<file path="src/rtl/count_sched_pkg.sv">
// rtl/count_sched_pkg.sv - shared types, default widths and bus lane helper for count_sched_ctrl
package count_sched_pkg;

    typedef enum logic [1:0] {
        IDLE  = 2'd0,
        RUN   = 2'd1,
        CLEAR = 2'd2
    } sched_state_e;

    localparam int DEF_NUM_REQ = 3;
    localparam int DEF_CNT_W   = 8;
    localparam int DEF_STEP_W  = 4;
    localparam int BUS_MAX_W   = 256;

    // Callers zero-extend their flattened bus to BUS_MAX_W and truncate the result to the lane width.
    function automatic logic [31:0] get_lane(input logic [BUS_MAX_W-1:0] bus, input int idx, input int w);
        logic [31:0] mask;
        mask = (32'd1 << w) - 32'd1;
        return 32'(bus >> (idx * w)) & mask;
    endfunction

endpackage

</file>
<file path="src/rtl/count_sched_ctrl_if.sv">
// rtl/count_sched_ctrl_if.sv - requester bump handshake between stimulus sources and count_sched_ctrl
interface count_sched_ctrl_if #(
    parameter int NUM_REQ = 3,
    parameter int STEP_W  = 4
);
    logic [NUM_REQ-1:0]        req_valid;
    logic [NUM_REQ*STEP_W-1:0] req_step;
    logic [NUM_REQ-1:0]        req_ready;

    modport master (output req_valid, output req_step, input req_ready);
    modport slave  (input req_valid, input req_step, output req_ready);
endinterface

</file>
<file path="src/rtl/rr_arbiter.sv">
// rtl/rr_arbiter.sv - combinational round-robin picker: first requester at or after ptr, with wrap
module rr_arbiter #(
    parameter  int N  = 3,
    localparam int PW = (N > 1) ? $clog2(N) : 1
) (
    input  logic [N-1:0]  req,
    input  logic [PW-1:0] ptr,
    output logic [N-1:0]  gnt
);

    logic          found;
    logic [PW:0]   pos;
    logic [PW-1:0] idx;

    always_comb begin
        gnt   = '0;
        found = 1'b0;
        pos   = '0;
        idx   = '0;
        for (int k = 0; k < N; k++) begin
            pos = {1'b0, ptr} + (PW+1)'(k);
            if (pos >= (PW+1)'(N)) begin
                pos = pos - (PW+1)'(N);
            end
            idx = pos[PW-1:0];
            if (!found && req[idx]) begin
                gnt[idx] = 1'b1;
                found    = 1'b1;
            end
        end
    end

endmodule

</file>
<file path="src/rtl/count_sched_ctrl.sv">
// rtl/count_sched_ctrl.sv - shared-adder event counter scheduler; COUNT_SAT_EN selects saturating counts
module count_sched_ctrl
    import count_sched_pkg::*;
#(
    parameter int NUM_REQ = DEF_NUM_REQ,
    parameter int CNT_W   = DEF_CNT_W,
    parameter int STEP_W  = DEF_STEP_W
) (
    input  logic                     clk,
    input  logic                     reset,
    input  logic                     en,
    input  logic                     clr,
    count_sched_ctrl_if.slave        req_if,
    output logic [NUM_REQ*CNT_W-1:0] count,
    output logic [NUM_REQ-1:0]       ovf,
    output logic                     busy
);

    localparam int PTR_W = $clog2(NUM_REQ);

    sched_state_e     state_q, state_d;
    logic [PTR_W-1:0] ptr_q;
    logic [PTR_W-1:0] clr_idx_q;
    logic [CNT_W-1:0] cnt_q [NUM_REQ];
    logic [NUM_REQ-1:0] ovf_q;
    logic [NUM_REQ-1:0] gnt;

    logic             xfer;
    logic             clr_last;
    logic [PTR_W-1:0] gnt_idx;
    logic [CNT_W-1:0] cur_cnt;
    logic [STEP_W-1:0] cur_step;
    logic [CNT_W:0]   sum;
    logic [CNT_W-1:0] new_cnt;

    rr_arbiter #(.N(NUM_REQ)) u_arb (
        .req (req_if.req_valid),
        .ptr (ptr_q),
        .gnt (gnt)
    );

    // A clear request pre-empts the grant so the pending requester stays queued.
    assign req_if.req_ready = (state_q == RUN && !clr) ? gnt : '0;
    assign xfer             = |(req_if.req_valid & req_if.req_ready);
    assign clr_last         = (clr_idx_q == PTR_W'(NUM_REQ-1));

    always_comb begin
        gnt_idx  = '0;
        cur_cnt  = '0;
        cur_step = '0;
        for (int i = 0; i < NUM_REQ; i++) begin
            if (req_if.req_ready[i]) begin
                gnt_idx  = PTR_W'(i);
                cur_cnt  = cnt_q[i];
                cur_step = STEP_W'(get_lane(BUS_MAX_W'(req_if.req_step), i, STEP_W));
            end
        end
        sum = {1'b0, cur_cnt} + (CNT_W+1)'(cur_step);
`ifdef COUNT_SAT_EN
        new_cnt = sum[CNT_W] ? '1 : sum[CNT_W-1:0];
`else
        new_cnt = sum[CNT_W-1:0];
`endif
    end

    always_comb begin
        state_d = state_q;
        case (state_q)
            IDLE: begin
                if (clr)     state_d = CLEAR;
                else if (en) state_d = RUN;
            end
            RUN: begin
                if (clr)      state_d = CLEAR;
                else if (!en) state_d = IDLE;
            end
            CLEAR: begin
                if (clr_last) state_d = en ? RUN : IDLE;
            end
            default: state_d = IDLE;
        endcase
    end

    always_ff @(posedge clk or negedge reset) begin
        if (!reset) begin
            state_q   <= IDLE;
            ptr_q     <= '0;
            clr_idx_q <= '0;
        end else begin
            state_q <= state_d;
            if (xfer) begin
                ptr_q <= (gnt_idx == PTR_W'(NUM_REQ-1)) ? '0 : gnt_idx + PTR_W'(1);
            end
            if (state_q == CLEAR) begin
                clr_idx_q <= clr_last ? '0 : clr_idx_q + PTR_W'(1);
            end
        end
    end

    always_ff @(posedge clk or negedge reset) begin
        if (!reset) begin
            for (int i = 0; i < NUM_REQ; i++) begin
                cnt_q[i] <= '0;
            end
            ovf_q <= '0;
        end else begin
            for (int i = 0; i < NUM_REQ; i++) begin
                if (state_q == CLEAR && clr_idx_q == PTR_W'(i)) begin
                    cnt_q[i] <= '0;
                    ovf_q[i] <= 1'b0;
                end else if (xfer && gnt_idx == PTR_W'(i)) begin
                    cnt_q[i] <= new_cnt;
                    if (sum[CNT_W]) ovf_q[i] <= 1'b1;
                end
            end
        end
    end

    for (genvar i = 0; i < NUM_REQ; i++) begin : g_count
        assign count[i*CNT_W +: CNT_W] = cnt_q[i];
    end

    assign ovf  = ovf_q;
    assign busy = (state_q == CLEAR);

endmodule
</file>
<file path="src/flat_wrapper.sv">
// flat-port wrapper written by rule: the top's interface ports become plain ports
module count_sched_ctrl_flat import count_sched_pkg::*;
#(
    parameter int NUM_REQ = DEF_NUM_REQ,
    parameter int CNT_W   = DEF_CNT_W,
    parameter int STEP_W  = DEF_STEP_W
)
  (clk, reset, en, clr, count, ovf, busy, req_if_req_valid, req_if_req_step, req_if_req_ready);
  count_sched_ctrl_if #(.NUM_REQ(NUM_REQ), .STEP_W(STEP_W)) req_if_i ();
  input  logic clk;
  input  logic reset;
  input  logic en;
  input  logic clr;
  output logic [NUM_REQ*CNT_W-1:0] count;
  output logic [NUM_REQ-1:0] ovf;
  output logic busy;
  input wire logic [$bits(req_if_i.req_valid)-1:0] req_if_req_valid;
  input wire logic [$bits(req_if_i.req_step)-1:0] req_if_req_step;
  output wire logic [$bits(req_if_i.req_ready)-1:0] req_if_req_ready;
  assign req_if_i.req_valid = req_if_req_valid;
  assign req_if_i.req_step = req_if_req_step;
  assign req_if_req_ready = req_if_i.req_ready;
  count_sched_ctrl #(.NUM_REQ(NUM_REQ), .CNT_W(CNT_W), .STEP_W(STEP_W)) u_core (.clk(clk), .reset(reset), .en(en), .clr(clr), .req_if(req_if_i), .count(count), .ovf(ovf), .busy(busy));
endmodule
</file>
<file path="config.mk">
export PLATFORM = sky130hd
export DESIGN_NAME = count_sched_ctrl_flat
export DESIGN_NICKNAME = d
export VERILOG_FILES = /design/src/rtl/count_sched_pkg.sv /design/src/rtl/count_sched_ctrl_if.sv /design/src/rtl/rr_arbiter.sv /design/src/rtl/count_sched_ctrl.sv /design/src/flat_wrapper.sv
export SDC_FILE = /design/constraint.sdc
export NUM_CORES = 1
export LEC_CHECK = 0
export BUFFER_PORTS_ARGS = -buffer_cell sky130_fd_sc_hd__buf_2
export CORE_ASPECT_RATIO = 1.5
export CORE_MARGIN = 2
export CORE_UTILIZATION = 45
export DETAILED_ROUTE_END_ITERATION = 8
export PLACE_DENSITY = 0.81
export SLEW_MARGIN = 20
export SYNTH_ARGS = -nofsm -noshare
export SYNTH_HDL_FRONTEND = slang
export SYNTH_HIERARCHICAL = 1
export SYNTH_SLANG_ARGS = --single-unit
</file>
<file path="constraint.sdc">
create_clock -name clk -period 3.5 [get_ports clk]
set_input_delay 0.525 -clock clk [delete_from_list [all_inputs] [get_ports clk]]
set_output_delay 0.525 -clock clk [all_outputs]
set_load 0.02 [all_outputs]
</file>
# Word level (Yosys, flattened, before mapping)
# Index checks and enable logic that the tools add are counted.
[totals] regBits=33 latch_bits=0 ramBits=0 mem_bits_ro=0 input_bits=19 output_inout_bits=31 elab_cells=118 n_memories=0
[classes] add_sub_neg=8 n_mul=0 div_mod_pow=0 order_cmp=9 n_eq_ne=9 shift=0 muxes=51 bitwise_logic=3 reduce_logical=29
[ops] operator="8-bit 2-to-1 mux" count=9
[ops] operator="2-bit 2-to-1 mux" count=11
[ops] operator="1-bit 2-to-1 mux" count=17
[ops] operator="1-bit logical AND" count=12
[ops] operator="3-bit 2-to-1 mux" count=4
[ops] operator="4-bit 2-to-1 mux" count=3
[ops] operator="2-bit nonzero test" count=6
[ops] operator="8-bit by 4-bit adder with 9-bit output" count=1
[ops] operator="2-bit by 3-bit less-than comparator with 1-bit output, second input constant" count=3
[ops] operator="1-bit binary-select mux with 2-bit select" count=3
[ops] operator="1-bit demux with 2-bit select" count=3
[ops] operator="2-bit by 1-bit == test with 1-bit output, second input constant" count=3
[ops] operator="2-bit == test, second input constant" count=3
[ops] operator="2-bit by 1-bit greater-or-equal comparator with 1-bit output, second input constant" count=3
[ops] operator="3-bit by 2-bit greater-or-equal comparator with 1-bit output, second input constant" count=2
[ops] operator="2-bit zero test" count=3
[ops] operator="3-bit inequality test, second input constant" count=2
[ops] operator="3-bit bitwise OR" count=2
[ops] operator="2-bit case mux with 3 select lines" count=1
[ops] operator="2-bit AND reduction" count=3
[ops] operator="2-bit subtractor, second input constant" count=3
[ops] operator="2-bit by 1-bit adder with 2-bit output, second input constant" count=2
[ops] operator="2-bit by 1-bit adder with 3-bit output, second input constant" count=1
[ops] operator="2-bit by 2-bit adder with 3-bit output, second input constant" count=1
[ops] operator="other kinds (6)" count=8

# Longest topological paths before layout
# Gate-level depths: netlist (run 1).
[logic_depth] word_depth=19 ltp_mapped=19 ltp_nobuf=17

# Hierarchy
# Netlist (run 1), hierarchy kept.
[modules_own_cells] module="count_sched_ctrl" instances=1 cells_per_inst=210 area_each_um2=1903.1 seq_area_each_um2=825.8
[modules_own_cells] module="rr_arbiter" instances=1 cells_per_inst=34 area_each_um2=260.2 seq_area_each_um2=0.0

# Worst setup path before layout (run 1)
# Ideal clock, no wire load.
[synth_path] path_type="flip-flop to flip-flop" from="register u_core.ptr_q[0]" to="register u_core.cnt_q, in the netlist u_core/count[6]" setup_time_ps=133 arrival_ps=3637 required_ps=3367 setup_slack_ps=-270 path_stages_with_launch=19 path_buffers=1 period_less_slack_ps=3770 path_cell_list="dfrtp_1 > inv_1 > ha_1 > inv_2 > or3_4 > a21oi_2 > a22o_1 > buf_6 > and2_1 > nand2b_1 > o22ai_1 > a21oi_1 > ha_1 > fa_1 > a21o_1 > a21o_1 > nand3_1 > xnor2_1 > o21ai_0"
[synth_between] elab_cells_between_ends=60 cone_classes="add/sub (6); order compare (9); mux (31); bitwise (3); reduce/logical (11)"
[synth_lines] element="from (decl)" line="count_sched_ctrl.sv:22" rtl="logic [PTR_W-1:0] ptr_q;"
[synth_lines] element="from (signal assigned)" line="count_sched_ctrl.sv:92" rtl="ptr_q <= (gnt_idx == PTR_W'(NUM_REQ-1)) ? '0 : gnt_idx + PTR_W'(1);"
[synth_lines] element="2-bit by 1-bit adder with 3-bit output, or another cell as far along" line="rr_arbiter.sv:21" rtl="pos = {1'b0, ptr} + (PW+1)'(k);"
[synth_lines] element="3-bit by 2-bit greater-or-equal comparator with 1-bit output, or another cell as far along" line="rr_arbiter.sv:22" rtl="if (pos >= (PW+1)'(N)) begin"
[synth_lines] element="2-bit 2-to-1 mux, or another cell as far along" line="rr_arbiter.sv:22"
[synth_lines] element="2-bit by 3-bit less-than comparator with 1-bit output (implied by the code), or another cell as far along" line="rr_arbiter.sv:27" rtl="gnt[idx] = 1'b1;"
[synth_lines] element="1-bit logical AND (implied by the code), or another cell as far along" line="rr_arbiter.sv:27"
[synth_lines] element="1-bit 2-to-1 mux (implied by the code), or another cell as far along" line="rr_arbiter.sv:27"
[synth_lines] element="1-bit demux with 2-bit select, or another cell as far along" line="rr_arbiter.sv:27"
[synth_lines] element="3-bit bitwise OR (no source line) / 1-bit 2-to-1 mux (equally long branches)"
[synth_lines] element="(+2 left out)"
[synth_lines] element="3-bit 2-to-1 mux (*)" line="rr_arbiter.sv:26" rtl="if (!found && req[idx]) begin"
[synth_lines] element="named net u_core.gnt[1]" line="count_sched_ctrl.sv:26" rtl="logic [NUM_REQ-1:0] gnt;"
[synth_lines] element="3-bit 2-to-1 mux (*)" line="count_sched_ctrl.sv:43" rtl="assign req_if.req_ready = (state_q == RUN && !clr) ? gnt : '0;"
[synth_lines] element="named net req_if_req_ready[1]" line="flat_wrapper.sv:19" rtl="output wire logic [$bits(req_if_i.req_ready)-1:0] req_if_req_ready;"
[synth_lines] element="8-bit 2-to-1 mux, or another cell as far along (2 in a row)" line="count_sched_ctrl.sv:52" rtl="if (req_if.req_ready[i]) begin"
[synth_lines] element="8-bit by 4-bit adder with 9-bit output / 2-bit zero test (equally long branches)" line="count_sched_ctrl.sv:58, count_sched_ctrl.sv:111"
[synth_lines] element="8-bit 2-to-1 mux / 1-bit logical AND (equally long branches)" line="count_sched_ctrl.sv:111" rtl="end else if (xfer && gnt_idx == PTR_W'(i)) begin"
[synth_lines] element="8-bit 2-to-1 mux / 2-bit nonzero test (equally long branches)"
[synth_lines] element="to (signal, indexed assignment)" line="count_sched_ctrl.sv:112" rtl="cnt_q[i] <= new_cnt;"
[synth_lines] element="to (decl)" line="count_sched_ctrl.sv:24" rtl="logic [CNT_W-1:0] cnt_q [NUM_REQ];"
# The timed path passes the listed nets; every way through them passes the cells marked *. The select of a mux whose other input is x is not followed.
# A chain may end at the register's enable or synchronous reset.

# Final worst setup path (run 1)
[layout_path] from="register u_core.ptr_q[0]" to="register u_core.ovf_q[1] (netlist: u_core/ovf[1])"
[layout_between] elab_chain_len=18 elab_cells_between_ends=60 cone_classes="add/sub (6); order compare (9); eq/ne (1); mux (29); bitwise (3); reduce/logical (12)"
[layout_lines] element="2-bit by 1-bit adder with 3-bit output, or another cell as far along" line="rr_arbiter.sv:21"
[layout_lines] element="3-bit by 2-bit greater-or-equal comparator with 1-bit output, or another cell as far along" line="rr_arbiter.sv:22"
[layout_lines] element="2-bit 2-to-1 mux, or another cell as far along" line="rr_arbiter.sv:22"
[layout_lines] element="2-bit by 3-bit less-than comparator with 1-bit output (implied by the code), or another cell as far along" line="rr_arbiter.sv:27"
[layout_lines] element="1-bit logical AND (implied by the code), or another cell as far along" line="rr_arbiter.sv:27"
[layout_lines] element="1-bit 2-to-1 mux (implied by the code), or another cell as far along" line="rr_arbiter.sv:27"
[layout_lines] element="1-bit demux with 2-bit select, or another cell as far along" line="rr_arbiter.sv:27"
[layout_lines] element="3-bit bitwise OR (no source line) / 1-bit 2-to-1 mux (equally long branches)"
[layout_lines] element="3-bit 2-to-1 mux / 1-bit zero test (equally long branches)" line="rr_arbiter.sv:26"
[layout_lines] element="3-bit bitwise OR (no source line) / 1-bit logical AND (equally long branches)"
[layout_lines] element="3-bit 2-to-1 mux (*)" line="rr_arbiter.sv:26"
[layout_lines] element="named net u_core.gnt[0]" line="count_sched_ctrl.sv:26"
[layout_lines] element="3-bit 2-to-1 mux (*)" line="count_sched_ctrl.sv:43"
[layout_lines] element="8-bit 2-to-1 mux / 4-bit 2-to-1 mux (equally long branches) (3 in a row)" line="count_sched_ctrl.sv:52"
[layout_lines] element="8-bit by 4-bit adder with 9-bit output" line="count_sched_ctrl.sv:58" rtl="sum = {1'b0, cur_cnt} + (CNT_W+1)'(cur_step);"
[layout_lines] element="2-bit nonzero test (no source line)"
[layout_lines] element="2-bit AND reduction (no source line) (*)"
[layout_lines] element="to (signal assigned)" line="count_sched_ctrl.sv:105" rtl="ovf_q <= '0;"
[layout_lines] element="to (signal, indexed assignment)" line="count_sched_ctrl.sv:110" rtl="ovf_q[i] <= 1'b0;"
[layout_lines] element="to (signal, indexed assignment)" line="count_sched_ctrl.sv:113" rtl="if (sum[CNT_W]) ovf_q[i] <= 1'b1;"
[layout_lines] element="to (decl)" line="count_sched_ctrl.sv:25" rtl="logic [NUM_REQ-1:0] ovf_q;"
# Marks and branches as above.

==> impl_metrics.ini, run 1 <==
[placed_design]
detailedPlace.worstSlack_ns = -0.134
dp.cells = 364
numPortBuffers = 49
gp_congestion = 0.948
dp_hpwl_um = 4570
placed_area_sq_mm = 0.00258

[timing]
period_minus_slack_ns = 3.51
tightest_slew_ns = 0.742
final-max-slew-violation-count = 0
post-route-period-util_pct = 100
setup_viol = 1
rsz0062_at_grt = yes
hold_viol_final = 0
fin_skew_ns = 0.00379
layout_setup_ws_ns = -0.00719
relSlewSlack_pct = 50.6
fmax_mhz = 285

[final_layout]
antennaDiodeCount = 0
area_growth_pct = 33.2
utilization_pct = 62.9
num-fill-cells = 393
fin_area_sq_mm = 0.00288
multi_input_area_sq_mm = 0.00140
regArea_sq_um = 827
finalNonFillerCells = 380
layout-drive-gt1-share_pct = 39.6
nets = 343

[worst_setup_path]
r2r_setup_slack_ns = -0.007
regToRegStartpoint = u_core/ptr_q[0]
end_kind = flop
path_class = flop to flop
cp-start-kind = flop
cp_max_fo = 8
worst_r2r_path_depth = 16
worstPathCellList = buf_6 -> ha_4 -> mux2i_4 -> o22ai_2 -> a21oi_2 -> a221o_1 -> and4bb_4 -> a32oi_1 -> nand2_1 -> ha_2 -> fa_2 -> a21o_1 -> a21o_4 -> o2111ai_4 -> nor3_2 -> o21a_1
crit_required_ns = 3.68
critPathSlowestCell = dfrtp_1
critPathMaxStageDelay_ns = 0.42
r2r_end = u_core/ovf[1]
cp.arrival_ns = 3.69

[logic_synthesis]
yosys.area_share.simple_pct = 24.1
syn_area_sq_mm = 0.00216
synth_adder_area_share_pct = 5.55
yosysWarningCount = 6
ys_ff_latch = 33
synth_edf_count = 0
synth-compound-area-share_pct = 22.6
syn-num-nets = 272
synth_common_cells = nand2_1, dfrtp_1, nand3_1
synth_area_leader_cell = dfrtp_1
synth_top_family_by_area = simple AND/OR/NAND/NOR gates
synth_xor_xnor_area_share_pct = 2.78
synthCells = 244
synth.avg_cell_area_sq_um = 8.87
synth_area_leaders = dfrtp_1, nand2_1, nand3_1
synth.distinct_cells = 54
async_reset_ff_share_pct = 100
yosysTopAreaCellShare_pct = 38.2
synth.area.mux_share_pct = 1.39
ys_seq_area_share_pct = 38.2
ys.flop_type = dfrtp_1
synth.most_common_cell = nand2_1

[floorplan]
fp-row-count = 30
io_pins = 50
core-area_sq_mm = 0.00458
die_area_sq_mm = 0.00539
die-height_um = 88.9
start_util_pct = 47.2
die_w_um = 60.6

[detailed_routing]
wire_per_inst_um = 16.7
vias = 2186
drt-initial-drc-count = 78
via_per_inst = 5.75
wl_um = 6360
remaining_drc_errors = 0
drtPass1Iterations = 4
antenna_left = 0

[global_route]
grt_pass1_vias = 2071
grt_antenna_before_repair = 0
grt_max_degree = 34
grt_pass1_wl_um = 9720
grt_use_total_pct = 23.9
grt-ovfl-total = 0

[clock_network]
ctsHtreeMaxLevel = 2
clk_pin_slew_ns = 0.07
hold_buffers = 0
root_buffer = clkbuf_8
clk_latency_ns = 0.29
numCtsBuffers = 5
cts_max_path_buffers = 2
cts_sinks = 33
cts_tree = built

[pwr]
finalPower_w = 0.00131
p_leak_nw = 1.43
powerDensity_mw_per_mm2 = 454
vdd_drop_max_mv = 0.266

[hold_path]
hold_class = input pin to async pin

[status]
violations = setup timing
outcome = finished with violations

[flow_run]
maxCapViolCount = 0
## kinds of logic after synthesis
family | after synthesis
adders and majority gates | 9
xor gates and xnor gates | 6
and+or+nand+nor | 103
AOI/OAI and AO/OA | 68
buffers and inverters | 22
muxes | 3
DFF | 33
## sequential cells by signal, indices dropped and copies added, names as in the netlist
signal	flops
u_core/count	24
u_core/ovf	3
u_core/clr_idx_q	2
u_core/ptr_q	2
u_core/state_q	2
## repair_timing
| action | CTS | global route |
|---|---|---|
| setup endpoints to repair | 15 | 18 |
| setup buffers | 2 | 6 |
| pin swaps | 7 | 10 |
| resized for setup | 18 | 11 |
## stage by stage
stage          hold WS (ns)   TNS, ns
3_5_place_dp          0.475     -1.32
3_3_place_gp          0.473    -0.207
5_1_grt               0.355     -1.60
6_report              0.294  -0.00719
4_1_cts               0.324  -0.00443
2_1_floorplan         0.229   -0.0241
## cell usage in the layout (no fill, tap or decap), types with 5 or more instances in the layout
cell type and count:
clkbuf_8 6, o21ai_1 6, dfrtp_1 32, nand3_1 26, ha_1 5, o22ai_1 7
inv_1 10, nand2_1 46, nor2_1 5, buf_2 49, a21oi_1 12, buf_4 22
o21ai_0 11
## final cells by class
cell class	instances	area share (%)
clock inverters	2	0.478
repair buffers	73	15.0
inverters	13	1.69
well taps	64	2.78
flip-flops and latches	33	28.7
clock buffers	6	2.87
multi-input cells	189	48.5
## power by group
group          internal [W]  switching, W
clock network      0.000159      0.000146
logic              0.000236      0.000330
registers          0.000409     0.0000289
## critical path, delay by kind of cell (launching register included)
kind	cells	cell delay (ns)
AOI/OAI and AO/OA	8	1.50
adders and majority gates	3	0.73
DFF	1	0.42
and+or+nand+nor	3	0.41
muxes	1	0.19
buffers and inverters	1	0.14
## how the worst max path moves through the flow
stage | startpoint | to | slack (ns) | depth (start not counted)
finish | u_core/ptr_q[0] | u_core/ovf[1] | -0.007 | 16
global route | u_core/ptr_q[1] | u_core/count[12] | -0.16 | 16
CTS | u_core/ptr_q[1] | u_core/count[20] | -0.004 | 15
detailed placement | u_core/ptr_q[0] | u_core/count[13] | -0.13 | 14
global placement | u_core/ptr_q[0] | u_core/ovf[1] | -0.05 | 17
floorplan | u_core/ptr_q[1] | u_core/ovf[2] | -0.009 | 18
## routing by layer
metal	vias up	GRT usage, %	wire [um]
met5	-	0	0
met4	0	11.1	175
met3	13	2.89	245
met2	67	42.4	3510
met1	1084	28.0	2430
li1	1022	-	-
Power figures use the tool's default switching activity.
==> run 2: changes to the inputs <==
Settings changed: CELL_PAD_IN_SITES_DETAIL_PLACEMENT set to 0, CELL_PAD_IN_SITES_GLOBAL_PLACEMENT set to 1, CORE_UTILIZATION 45 to 36, PLACE_DENSITY 0.81 to 0.86.
==> impl_metrics.ini, run 2 (synthesized netlist as in run 1, its figures left out) <==
[floorplan]
die_area_sq_mm = 0.00666
die_w_um = 67.3
io_pins = 50
die-height_um = 98.9
fp-row-count = 34
core-area_sq_mm = 0.00579
start_util_pct = 37.4

[detailed_routing]
wl_um = 6390
antenna_left = 0
remaining_drc_errors = 0
vias = 2147
wire_per_inst_um = 16.1
via_per_inst = 5.42
drtPass1Iterations = 4
drt-initial-drc-count = 92

[placed_design]
numPortBuffers = 49
dp_hpwl_um = 4670
gp_congestion = 1.02
placed_area_sq_mm = 0.00263

[global_route]
grt-busiest-layer = met2
grt_util_met1_pct = 23.5
grt_pass1_wl_um = 9930
grt_antenna_before_repair = 0
grt_use_total_pct = 19.4
grt_max_degree = 34
grt_use_met3_pct = 3.20
grt_pass1_vias = 2085
grt-ovfl-total = 0
grt_use_met2_pct = 33.5

[timing]
tightest_slew_ns = 0.731
setup_viol = 3
layout_setup_ws_ns = -0.0377
final.setup.tns_ns = -0.0491
period_minus_slack_ns = 3.54
hold_viol_final = 0
fmax_mhz = 283
rsz0062_at_grt = yes
post-route-period-util_pct = 101
relSlewSlack_pct = 51.3
fin_skew_ns = 0.00906
final-max-slew-violation-count = 0

[worst_setup_path]
crit_required_ns = 3.67
path_class = flop to flop
cp.arrival_ns = 3.71
cp_max_fo = 6
cp-start-kind = flop
end_kind = flop

[final_layout]
antennaDiodeCount = 0
layout-drive-gt1-share_pct = 46.6
final_cell_mix = buf_2, nand2_1, dfrtp_1, buf_4, nand3_1
fin_area_sq_mm = 0.00316
largest_register_ffs = 24
nets = 351
area_growth_pct = 46.0
final_common_cell = buf_2

[pwr]
seq_power_share_pct = 30.2
pwr-share-comb_pct = 44.4
p_clk_share_pct = 25.3
vdd_drop_max_mv = 0.310
p_sw_w = 0.000521
finalPower_w = 0.00144
p_sw_share_pct = 36.1
p_int_w = 0.000922
p_leak_nw = 1.52
powerDensity_mw_per_mm2 = 457

[clock_network]
root_buffer = clkbuf_8
numCtsBuffers = 5
clk_pin_slew_ns = 0.07
cts_sinks = 33
hold_buffers = 0
cts_tree = built
cts_max_path_buffers = 2
clk_latency_ns = 0.28
ctsHtreeMaxLevel = 2

[flow_run]
maxCapViolCount = 0

[status]
outcome = finished with violations
violations = setup timing

[hold_path]
hold_class = input pin to async pin
run 2: final cells by class:
cell class,count,area [sq um]
sequential,33,827
timing repair buffer,81,513
inverter,13,48.8
multi-input combinational,189,1560
fill,542,2630
tap,72,90.1
clock inverter,1,30.0
clock buffer,7,86.3
run 2: layer usage:
layer	up-vias	part of all wire (%)	routed length (um)
li1	1033	-	-
met1	1050	40	2560
met2	54	54	3480
met3	10	3.2	203
met4	0	2.3	149
met5	-	0	0
run 2: worst max-delay path: stages (launching register included):
cell and delay, ns:
dfrtp_1 0.37, inv_1 0.12, ha_4 0.24, a22oi_2 0.25, o22ai_4 0.13, o31ai_2 0.24
a22o_2 0.20, buf_4 0.16, o21ai_4 0.09, a32oi_2 0.20, nand2_1 0.10, ha_2 0.20
fa_2 0.34, a21o_1 0.17, a21o_4 0.22, o2111ai_4 0.11, nor3_2 0.07, o21a_1 0.20
run 2: through the flow:
step / hold slack [ns] / std cells / setup slack (ns) / util (%)
final: 0.297 / 396 / -0.0377 / 54.6
after CTS: 0.321 / 387 / 0.000675 / 48.6
after global routing: 0.361 / 396 / -0.182 / 54.6
after detailed placement: 0.501 / 377 / -0.124 / 45.4
after global placement: 0.492 / 377 / -0.0574 / 45.4
after floorplan: 0.229 / 244 / -0.00874 / -
run 2: repair_timing:
item	CTS	global route
setup endpoints to repair	15	21
endpoints found under the hold margin	0	0
setup buffers	2	9
pin swaps	6	23
resized for setup	12	49
run 2: path summary, 6_finish.rpt:
check | from | end | slack [ns] | cells past startpoint
worst max-delay path | u_core/ptr_q[0] | u_core/ovf[1] | -0.04 | 17
worst min-delay path | reset | u_core/count[21] | 0.30 | 1
worst max register to register | u_core/ptr_q[0] | u_core/ovf[1] | -0.04 | 17
worst min register to register | u_core/ovf[0] | u_core/ovf[0] | 0.51 | 1
max in group asynchronous | reset | u_core/ptr_q[1] | 2.68 | 1
min in group clk | en | u_core/state_q[0] | 0.46 | 2
run 2: power groups by stage:
| stage | registers (W) | logic [W] | clock network (W) |
|---|---|---|---|
| 5_1_grt | 0.000440 | 0.000696 | 0.000390 |
| 6_report | 0.000436 | 0.000641 | 0.000366 |
| 3_3_place_gp | 0.000440 | 0.000501 | 0 |
| 2_1_floorplan | 0.000440 | 0.000348 | 0 |
| 4_1_cts | 0.000436 | 0.000544 | 0.000378 |
| 3_5_place_dp | 0.000442 | 0.000505 | 0 |
